[config.mk]
export PLATFORM = sky130hd
export DESIGN_NAME = ram_copy_ctrl
export DESIGN_NICKNAME = d
export VERILOG_FILES = /design/src/rtl/ram_copy_ctrl.sv
export SDC_FILE = /design/constraint.sdc
export NUM_CORES = 1
export LEC_CHECK = 0
export ABC_AREA = 1
export ABC_CLOCK_PERIOD_IN_PS = 2290
export CAP_MARGIN = 20
export CORE_ASPECT_RATIO = 0.9
export CORE_MARGIN = 3
export CORE_UTILIZATION = 49
export DETAILED_ROUTE_END_ITERATION = 10
export PLACE_DENSITY = 0.91
export SYNTH_ARGS = -nofsm -noshare
export SYNTH_HDL_FRONTEND = slang
export SYNTH_SLANG_ARGS = --single-unit
[constraint.sdc]
create_clock -name clk -period 2.29 [get_ports clk]
set_input_delay 0.229 -clock clk [delete_from_list [all_inputs] [get_ports clk]]
set_output_delay 0.229 -clock clk [all_outputs]
set_load 0.02 [all_outputs]
[src/rtl/ram_copy_ctrl.sv]
`default_nettype none
// ============================================================================
//  Module   : ram_copy_ctrl
//  Purpose  : Block-transfer controller for a 2^AW x DW true dual-port RAM.
//             On start it copies len words from src to dst, or fills dst
//             with a constant. It reads through port 1 and writes through
//             port 2, one word per cycle, and allows for a RAM read latency
//             of one clock.
//  Ports    : clk, rst          - clock, synchronous active-high reset
//             start, mode       - request pulse; 0 = copy, 1 = fill
//             src, dst, len     - first source/dest address, word count
//                                 (0..2^AW, larger values are clamped)
//             fill_val          - fill constant
//             busy, done        - transfer in progress / completion pulse
//             a1, we1, d1, q1   - RAM port 1 (read only; we1 tied low)
//             a2, we2, d2       - RAM port 2 (write port)
//  Revision : 1.0 - initial release
// ============================================================================
module ram_copy_ctrl #(
  parameter int DW = 8,
  parameter int AW = 7
) (
  input  logic          clk,
  input  logic          rst,
  input  logic          start,
  input  logic          mode,
  input  logic [AW-1:0] src,
  input  logic [AW-1:0] dst,
  input  logic [AW:0]   len,
  input  logic [DW-1:0] fill_val,
  output logic          busy,
  output logic          done,
  output logic [AW-1:0] a1,
  output logic          we1,
  output logic [DW-1:0] d1,
  input  logic [DW-1:0] q1,
  output logic [AW-1:0] a2,
  output logic          we2,
  output logic [DW-1:0] d2
);

  localparam logic [AW:0]   MAX_LEN = {1'b1, {AW{1'b0}}};
  localparam logic [AW-1:0] ONE_A   = {{(AW-1){1'b0}}, 1'b1};
  localparam logic [AW:0]   ONE_N   = {{AW{1'b0}}, 1'b1};

  typedef enum logic [1:0] {
    IDLE   = 2'd0,
    RUN    = 2'd1,
    FINISH = 2'd2
  } state_t;

  state_t        state;
  logic          mode_q;
  logic [DW-1:0] fill_q;
  logic [AW-1:0] dst_q;
  logic [AW:0]   n_q;      // clamped word count
  logic [AW:0]   wr_idx;   // words whose write has been issued
  logic          we2_q;
  logic [AW:0]   len_c;

  assign len_c = (len > MAX_LEN) ? MAX_LEN : len;

  // Port 1 is only ever used for reading.
  assign we1 = 1'b0;
  assign d1  = '0;

  // The write strobe is masked by rst so that the edge which resets the
  // controller cannot also commit a pending write into the RAM.
  assign we2 = we2_q & ~rst;

  // Read data arrives one edge after a1, which is exactly the cycle in which
  // the matching write is presented, so copy data passes straight through.
  assign d2 = we2_q ? (mode_q ? fill_q : q1) : '0;

  always_ff @(posedge clk) begin
    if (rst) begin
      state  <= IDLE;
      busy   <= 1'b0;
      done   <= 1'b0;
      we2_q  <= 1'b0;
      a1     <= '0;
      a2     <= '0;
      mode_q <= 1'b0;
      fill_q <= '0;
      dst_q  <= '0;
      n_q    <= '0;
      wr_idx <= '0;
    end else begin
      case (state)
        IDLE: begin
          done  <= 1'b0;
          we2_q <= 1'b0;
          if (start) begin
            mode_q <= mode;
            fill_q <= fill_val;
            dst_q  <= dst;
            n_q    <= len_c;
            wr_idx <= '0;
            a1     <= src;
            busy   <= 1'b1;
            if (len_c == '0) begin
              done  <= 1'b1;
              state <= FINISH;
            end else begin
              state <= RUN;
            end
          end
        end

        RUN: begin
          // Reads run one word ahead of writes; the extra read issued in
          // the final RUN cycle is harmless.
          a1 <= a1 + ONE_A;
          if (wr_idx == n_q) begin
            we2_q <= 1'b0;
            done  <= 1'b1;
            state <= FINISH;
          end else begin
            we2_q  <= 1'b1;
            a2     <= dst_q + wr_idx[AW-1:0];
            wr_idx <= wr_idx + ONE_N;
          end
        end

        FINISH: begin
          done  <= 1'b0;
          busy  <= 1'b0;
          a1    <= '0;
          a2    <= '0;
          state <= IDLE;
        end

        default: state <= IDLE;
      endcase
    end
  end

endmodule
`default_nettype wire

## After elaboration in Yosys (flattened, before gate mapping)

Index checks and enable logic that the tools add are counted.

| word-level totals | value |
|---|---|
| output and inout bits | 34 |
| input bits | 42 |
| bits in registers | 51 |
| word-level logic and storage cells | 58 |

| cells by class | value |
|---|---|
| equal/unequal tests | 6 |
| bitwise gates (word level) | 2 |
| add/sub/neg operators | 3 |
| multiplexer cells | 22 |
| order comparisons | 1 |
| reductions and logical operators | 13 |

Operators by type and width:

| operator | count |
|---|---|
| two-way mux 8 bit | 5 |
| one-hot mux 7 bit (3 select lines) | 1 |
| one-hot mux 8 bit (2 select lines) | 1 |
| two-way mux 7 bit | 2 |
| one-hot mux 7 bit (2 select lines) | 1 |
| AND reduction 2 bit | 6 |
| adder 8 x 1 -> 8 bit (second input constant) | 1 |
| equality test 8 bit | 1 |
| greater-than comparator 8 bit (second input constant) | 1 |
| zero test 8 bit | 1 |
| adder 7 x 1 -> 7 bit (second input constant) | 1 |
| adder 7 bit | 1 |
| two-way mux 2 bit | 3 |
| != test 2 bit (second input constant) | 3 |
| nonzero test 2 bit | 3 |
| two-way mux 1 bit | 5 |
| one-hot mux 1 bit (2 select lines) | 2 |
| one-hot mux 2 bit (2 select lines) | 1 |
| one-hot mux 1 bit (3 select lines) | 1 |
| AND reduction 3 bit | 1 |
| nonzero test 3 bit | 1 |
| equality test 2 x 1 -> 1 bit (second input constant) | 1 |
| equality test 2 bit (second input constant) | 1 |
| zero test 2 bit | 1 |
| other kinds (2) | 2 |

## Logic depth before layout (Yosys ltp)

Gate-level depths: netlist of run 1.

| logic depth | value |
|---|---|
| word-level depth | 6 |
| depth in mapped cells | 11 |
| mapped depth without buffers | 11 |

## Worst setup path before layout of run 1

OpenSTA, ideal clock, no wires.

| path | value |
|---|---|
| path kind | reg-to-reg |
| start | reg wr_idx[0] |
| end | reg a2[6] |
| buffers on the path | 0 |
| setup slack | 687 ps |
| cell stages (with the launch flop) | 12 |
| clock period less this slack | 1603 ps |
| library setup time | 132 ps |
| arrival | 1471 ps |
| data required time | 2158 ps |
| path through | dfxtp_1 -> ha_1 -> inv_1 -> fa_1 -> inv_1 -> nand3_1 -> nand3_1 -> nand2_1 -> nand2_1 -> nor2_1 -> nand2_1 -> a21oi_1 |

| on the way | value |
|---|---|
| longest elaborated chain between the ends | 3 |
| elaborated cells on any way between the ends | 6 |
| those cells by class | add/sub: 1; eq/ne: 2; mux: 2; reduce/logical: 1 |

Ends and longest elaborated chain:

| what | line | source |
|---|---|---|
| from (decl) | 57 | `logic [AW:0] wr_idx;` |
| from (signal assigned) | 121 | `wr_idx <= wr_idx + ONE_N;` |
| adder 7 bit or equality test 8 bit (tied branches) | 120, 114 |  |
| two-way mux 7 bit or != test 2 bit (tied branches) | -- |  |
| one-hot mux 7 bit (2 select lines) or AND reduction 2 bit (tied branches) | -- |  |
| to (signal assigned) | 120 | `a2 <= dst_q + wr_idx[AW-1:0];` |
| to (decl) | 37 | `output logic [AW-1:0] a2,` |

Parallel ways exist; a longest one is shown, timed or not. The select of a mux whose other input is x is not followed.
A chain may end at the register's enable or synchronous reset.

## Worst setup path in the final report of run 1

| path | value |
|---|---|
| start | reg mode_q |
| end | out d2[0] |

| on the way | value |
|---|---|
| longest elaborated chain between the ends | 2 |

Ends and longest elaborated chain:

| what | line | source |
|---|---|---|
| from (decl) | 53 | `logic mode_q;` |
| from (signal assigned) | 94 | `mode_q <= mode;` |
| two-way mux 8 bit (2 in a row) | 73 | `assign d2 = we2_q ? (mode_q ? fill_q : q1) : '0;` |
| to (decl) | 39 | `output logic [DW-1:0] d2` |

Every way passes these cells.

==> parameters.txt, run 1 <==
Parameter                              Value

Floorplanning
  Chip Width ... about 88 µm
  Die Outline Area ... roughly 0.0070 mm²
  Core outline area ... 0.00576 mm²
  Starting density of the core ... between 50% and 60%
  Ports placed on the boundary ... 76
  Die height ... 79.6 µm
  Number of cell rows ... 26

Cells and area
  Fin util ... between 60 and 70%
  Proportion of layout cells with a drive suffix above 1 ... under 10%
  Final Instance Area ... approximately 0.0037 mm²
  Area added between synthesis and finish ... 26.2%
  Fillcell total ... between 500 and 600
  Commonest cells after routing, fill and taps aside ... sky130_fd_sc_hd__nand2_1 (90), sky130_fd_sc_hd__nor2_1 (79), sky130_fd_sc_hd__clkdlybuf4s50_1 (66), sky130_fd_sc_hd__dfxtp_1 (51), sky130_fd_sc_hd__inv_1 (45)
  Number of diodes added for antenna fixing ... 0
  Nets ... 561
  Commonest non-fill, non-tap cell in the layout ... sky130_fd_sc_hd__nand2_1

CTS
  CTS tree ... done
  Number of CTS-inserted buffers ... 5
  Number of H-tree levels ... 2
  Number of gates resized after cts ... 0
  Hold Buf Count CTS ... 0
  Clock transition time at the flip-flop clock pins of the worst setup and hold paths ... ~0.09 ns
  Root buf cell ... sky130_fd_sc_hd__clkbuf_8
  Clock sinks ... between 50 and 60
  Insertion delay of the later-clocked pin in the worst-skew pair ... about 0.31 ns
  Setup Buffers After CTS ... 0
  Buffer depth of the longest clock path ... 2

Worst setup path
  Req. time, crit path ... between 2 and 2.5 ns
  Maximum fanout count along the critical path ... 9
  Kind of end point of the critical path ... output port
  CP Launch Type ... flop
  Kind of critical path ... reg2out
  Data arrival at the endpoint of the critical path ... between 1.5 and 2 ns

Routing
  Residual DRC count ... 0
  Drt via density ... roughly 5.3
  Detailed router's first-iteration violation count ... 185
  Vias ... just over 3000
  Routed length per placed instance ... approximately 13 µm
  Number of antenna-violating nets in the routed design ... 0
  Detailed Routing Iterations Pass 1 ... 5
  Final routed wirelength across all metal layers ... around 7400 µm

Pwr
  Total leakage power ... 1.62 nW
  Worst VDD drop ... between 0.0004 and 0.0005 V
  Power per unit of standard cell area ... 646 mW/mm²
  Post-layout total power ... about 0.0024 W

Synth
  Top cell type by total area after synthesis ... sky130_fd_sc_hd__dfxtp_1
  Number of distinct library cells after synthesis ... 30
  Synth Cell Area ... 0.00295 mm²
  Mean instance size in the synthesized netlist ... between 6 and 7 µm²
  Top cells by area, synth ... sky130_fd_sc_hd__dfxtp_1 (35%), sky130_fd_sc_hd__nand2_1 (11%), sky130_fd_sc_hd__nor2_1 (10%)
  Sequential-to-total area share from yosys stat ... between 30 and 40%
  Yosys synthesis warning count ... 0
  Cells after synthesis ... 440
  Number of storage elements in the synthesis netlist ... 51
  Share of the synthesized area in the top cell type ... approximately 35%

Status
  Run status ... complete, no violations

STA
  Tcrit/Tclk final ... between 90% and 100%
  Number of pins exceeding their max-slew limit in the final report ... 0
  Setup slack of the critical path after layout ... ~0.21 ns
  Worst rel slew slack ... 44.1%
  Post-route clock skew ... between 0.005 and 0.006 ns
  Final number of hold-violating endpoints ... 0
  RSZ-0062 raised after global routing ... no
  Pin slew with the least headroom to its limit ... roughly 0.84 ns
  Aggregate negative setup slack ... 0 ns
  Min cycle time layout ... roughly 2.1 ns
  Setup violators final ... 0
  Highest clock rate ... about 480 MHz

Global routing
  Global-route layer with the greatest usage ... met2
  Met3 usage ... 4.75%
  Largest net degree at the start of global routing ... 33
  Initial antenna violation count ... 0
  Wire length of the first global-routing pass ... 12300 µm
  Met1 demand-to-capacity share in global routing ... between 20% and 30%
  Via count of the first global-routing pass ... ~2900
  Total gr overflow ... 0
  Total GRT Usage ... between 20% and 30%
  Global-route met2 utilization ... roughly 38%

Placement
  Post-placement setup slack ... about 0.26 ns
  DP HPWL ... ~5600 µm
  Area post-placement ... between 0.003 and 0.004 mm²
  Placer congestion estimate ... 0.827
  Buffers on Ports ... 66

Job
  Max Cap Violations ... 0

Hold path
  Classification of the worst-slack hold path ... in2reg
[synthesized netlist by cell type]
cell and n:
sky130_fd_sc_hd__nand2_1 90, sky130_fd_sc_hd__nor2_1 79, sky130_fd_sc_hd__dfxtp_1 51, sky130_fd_sc_hd__inv_1 45, sky130_fd_sc_hd__a21oi_1 43, sky130_fd_sc_hd__o21ai_0 41
sky130_fd_sc_hd__nand3_1 23, sky130_fd_sc_hd__ha_1 12, sky130_fd_sc_hd__buf_4 10, sky130_fd_sc_hd__clkbuf_1 8, sky130_fd_sc_hd__nand4_1 8, sky130_fd_sc_hd__nand2_4 3
sky130_fd_sc_hd__nor3_1 3, sky130_fd_sc_hd__xnor2_1 3, sky130_fd_sc_hd__buf_6 2, sky130_fd_sc_hd__nand2_2 2, sky130_fd_sc_hd__nor2_4 2, sky130_fd_sc_hd__or2_2 2
sky130_fd_sc_hd__xor2_1 2, sky130_fd_sc_hd__a211oi_1 1, sky130_fd_sc_hd__a22oi_1 1, sky130_fd_sc_hd__a31o_2 1, sky130_fd_sc_hd__clkinv_1 1, sky130_fd_sc_hd__conb_1 1
sky130_fd_sc_hd__fa_1 1, sky130_fd_sc_hd__nand2_8 1, sky130_fd_sc_hd__nand3_4 1, sky130_fd_sc_hd__nor2_2 1, sky130_fd_sc_hd__nor3b_1 1, sky130_fd_sc_hd__xnor2_2 1
[critical path, stage by stage (launching register included)]
cell and delay, ns:
sky130_fd_sc_hd__dfxtp_1 0.48, sky130_fd_sc_hd__clkinv_1 0.28, sky130_fd_sc_hd__nor2_1 0.17, sky130_fd_sc_hd__nor2_1 0.07, sky130_fd_sc_hd__clkdlybuf4s50_1 0.54
[kinds of logic after synthesis]
family	share of synthesized area [%]
compound gates	15.1
xor+xnor	2.04
fa+ha+maj	5.77
buf+inv	10.2
flops	34.6
other cells	0.127
simple gates	32.1
[per-layer routing]
layer  vias up  share of wire [%]
met5         -                  0
met1      1354                 43
met3        22                7.1
met2       133                 48
met4         0                2.5
li1       1534                  -
[registers in the layout, indices dropped and copies added, names as in the netlist]
signal,flops
fill_q,8
dst_q,7
we2_q,1
a1,7
wr_idx,8
a2,7
n_q,8
busy,1
done,1
state,2
mode_q,1
[cell type report]
| class | instances | area (µm²) | area share, % |
|---|---|---|---|
| multi-input combinational | 331 | 1660 | 44.5 |
| sequential | 51 | 1020 | 27.4 |
| timing repair buffer | 71 | 698 | 18.8 |
| inverter | 46 | 173 | 4.64 |
| tap | 70 | 87.6 | 2.35 |
| clock buffer | 6 | 72.6 | 1.95 |
| clock inverter | 2 | 12.5 | 0.336 |
[path summary, 6_finish.rpt]
kind                            depth (start not counted)      start  slack, ns     end
worst max-delay path                                    4     mode_q       0.21   d2[0]
worst min-delay path                                    3     len[5]       0.48  n_q[5]
worst max register to register                         11  wr_idx[0]       0.35   a2[6]
worst min register to register                          2      a2[2]       0.49   a2[2]
[power breakdown]
group	internal [W]	leakage, nW	switching (W)	total, W
Sequential	0.000985	0.419	0.0000914	0.00108
Combinational	0.000329	1.16	0.000469	0.000798
Clock	0.000215	0.0412	0.000313	0.000527
Total	0.00153	1.62	0.000873	0.00240
[metrics by stage]
step           hold WS, ns  instances
3_3_place_gp         0.462        569
5_1_grt              0.492        577
3_5_place_dp         0.471        569
2_1_floorplan        0.370        448
6_report             0.484        577
4_1_cts              0.481        577
Note: power is estimated with default switching activity, not from simulation.
==> run 2: changes to the inputs <==
Settings changed: SLEW_MARGIN set to 30.
==> results of run 2 <==
Final layout, timing and power as in run 1 (identical DEF).
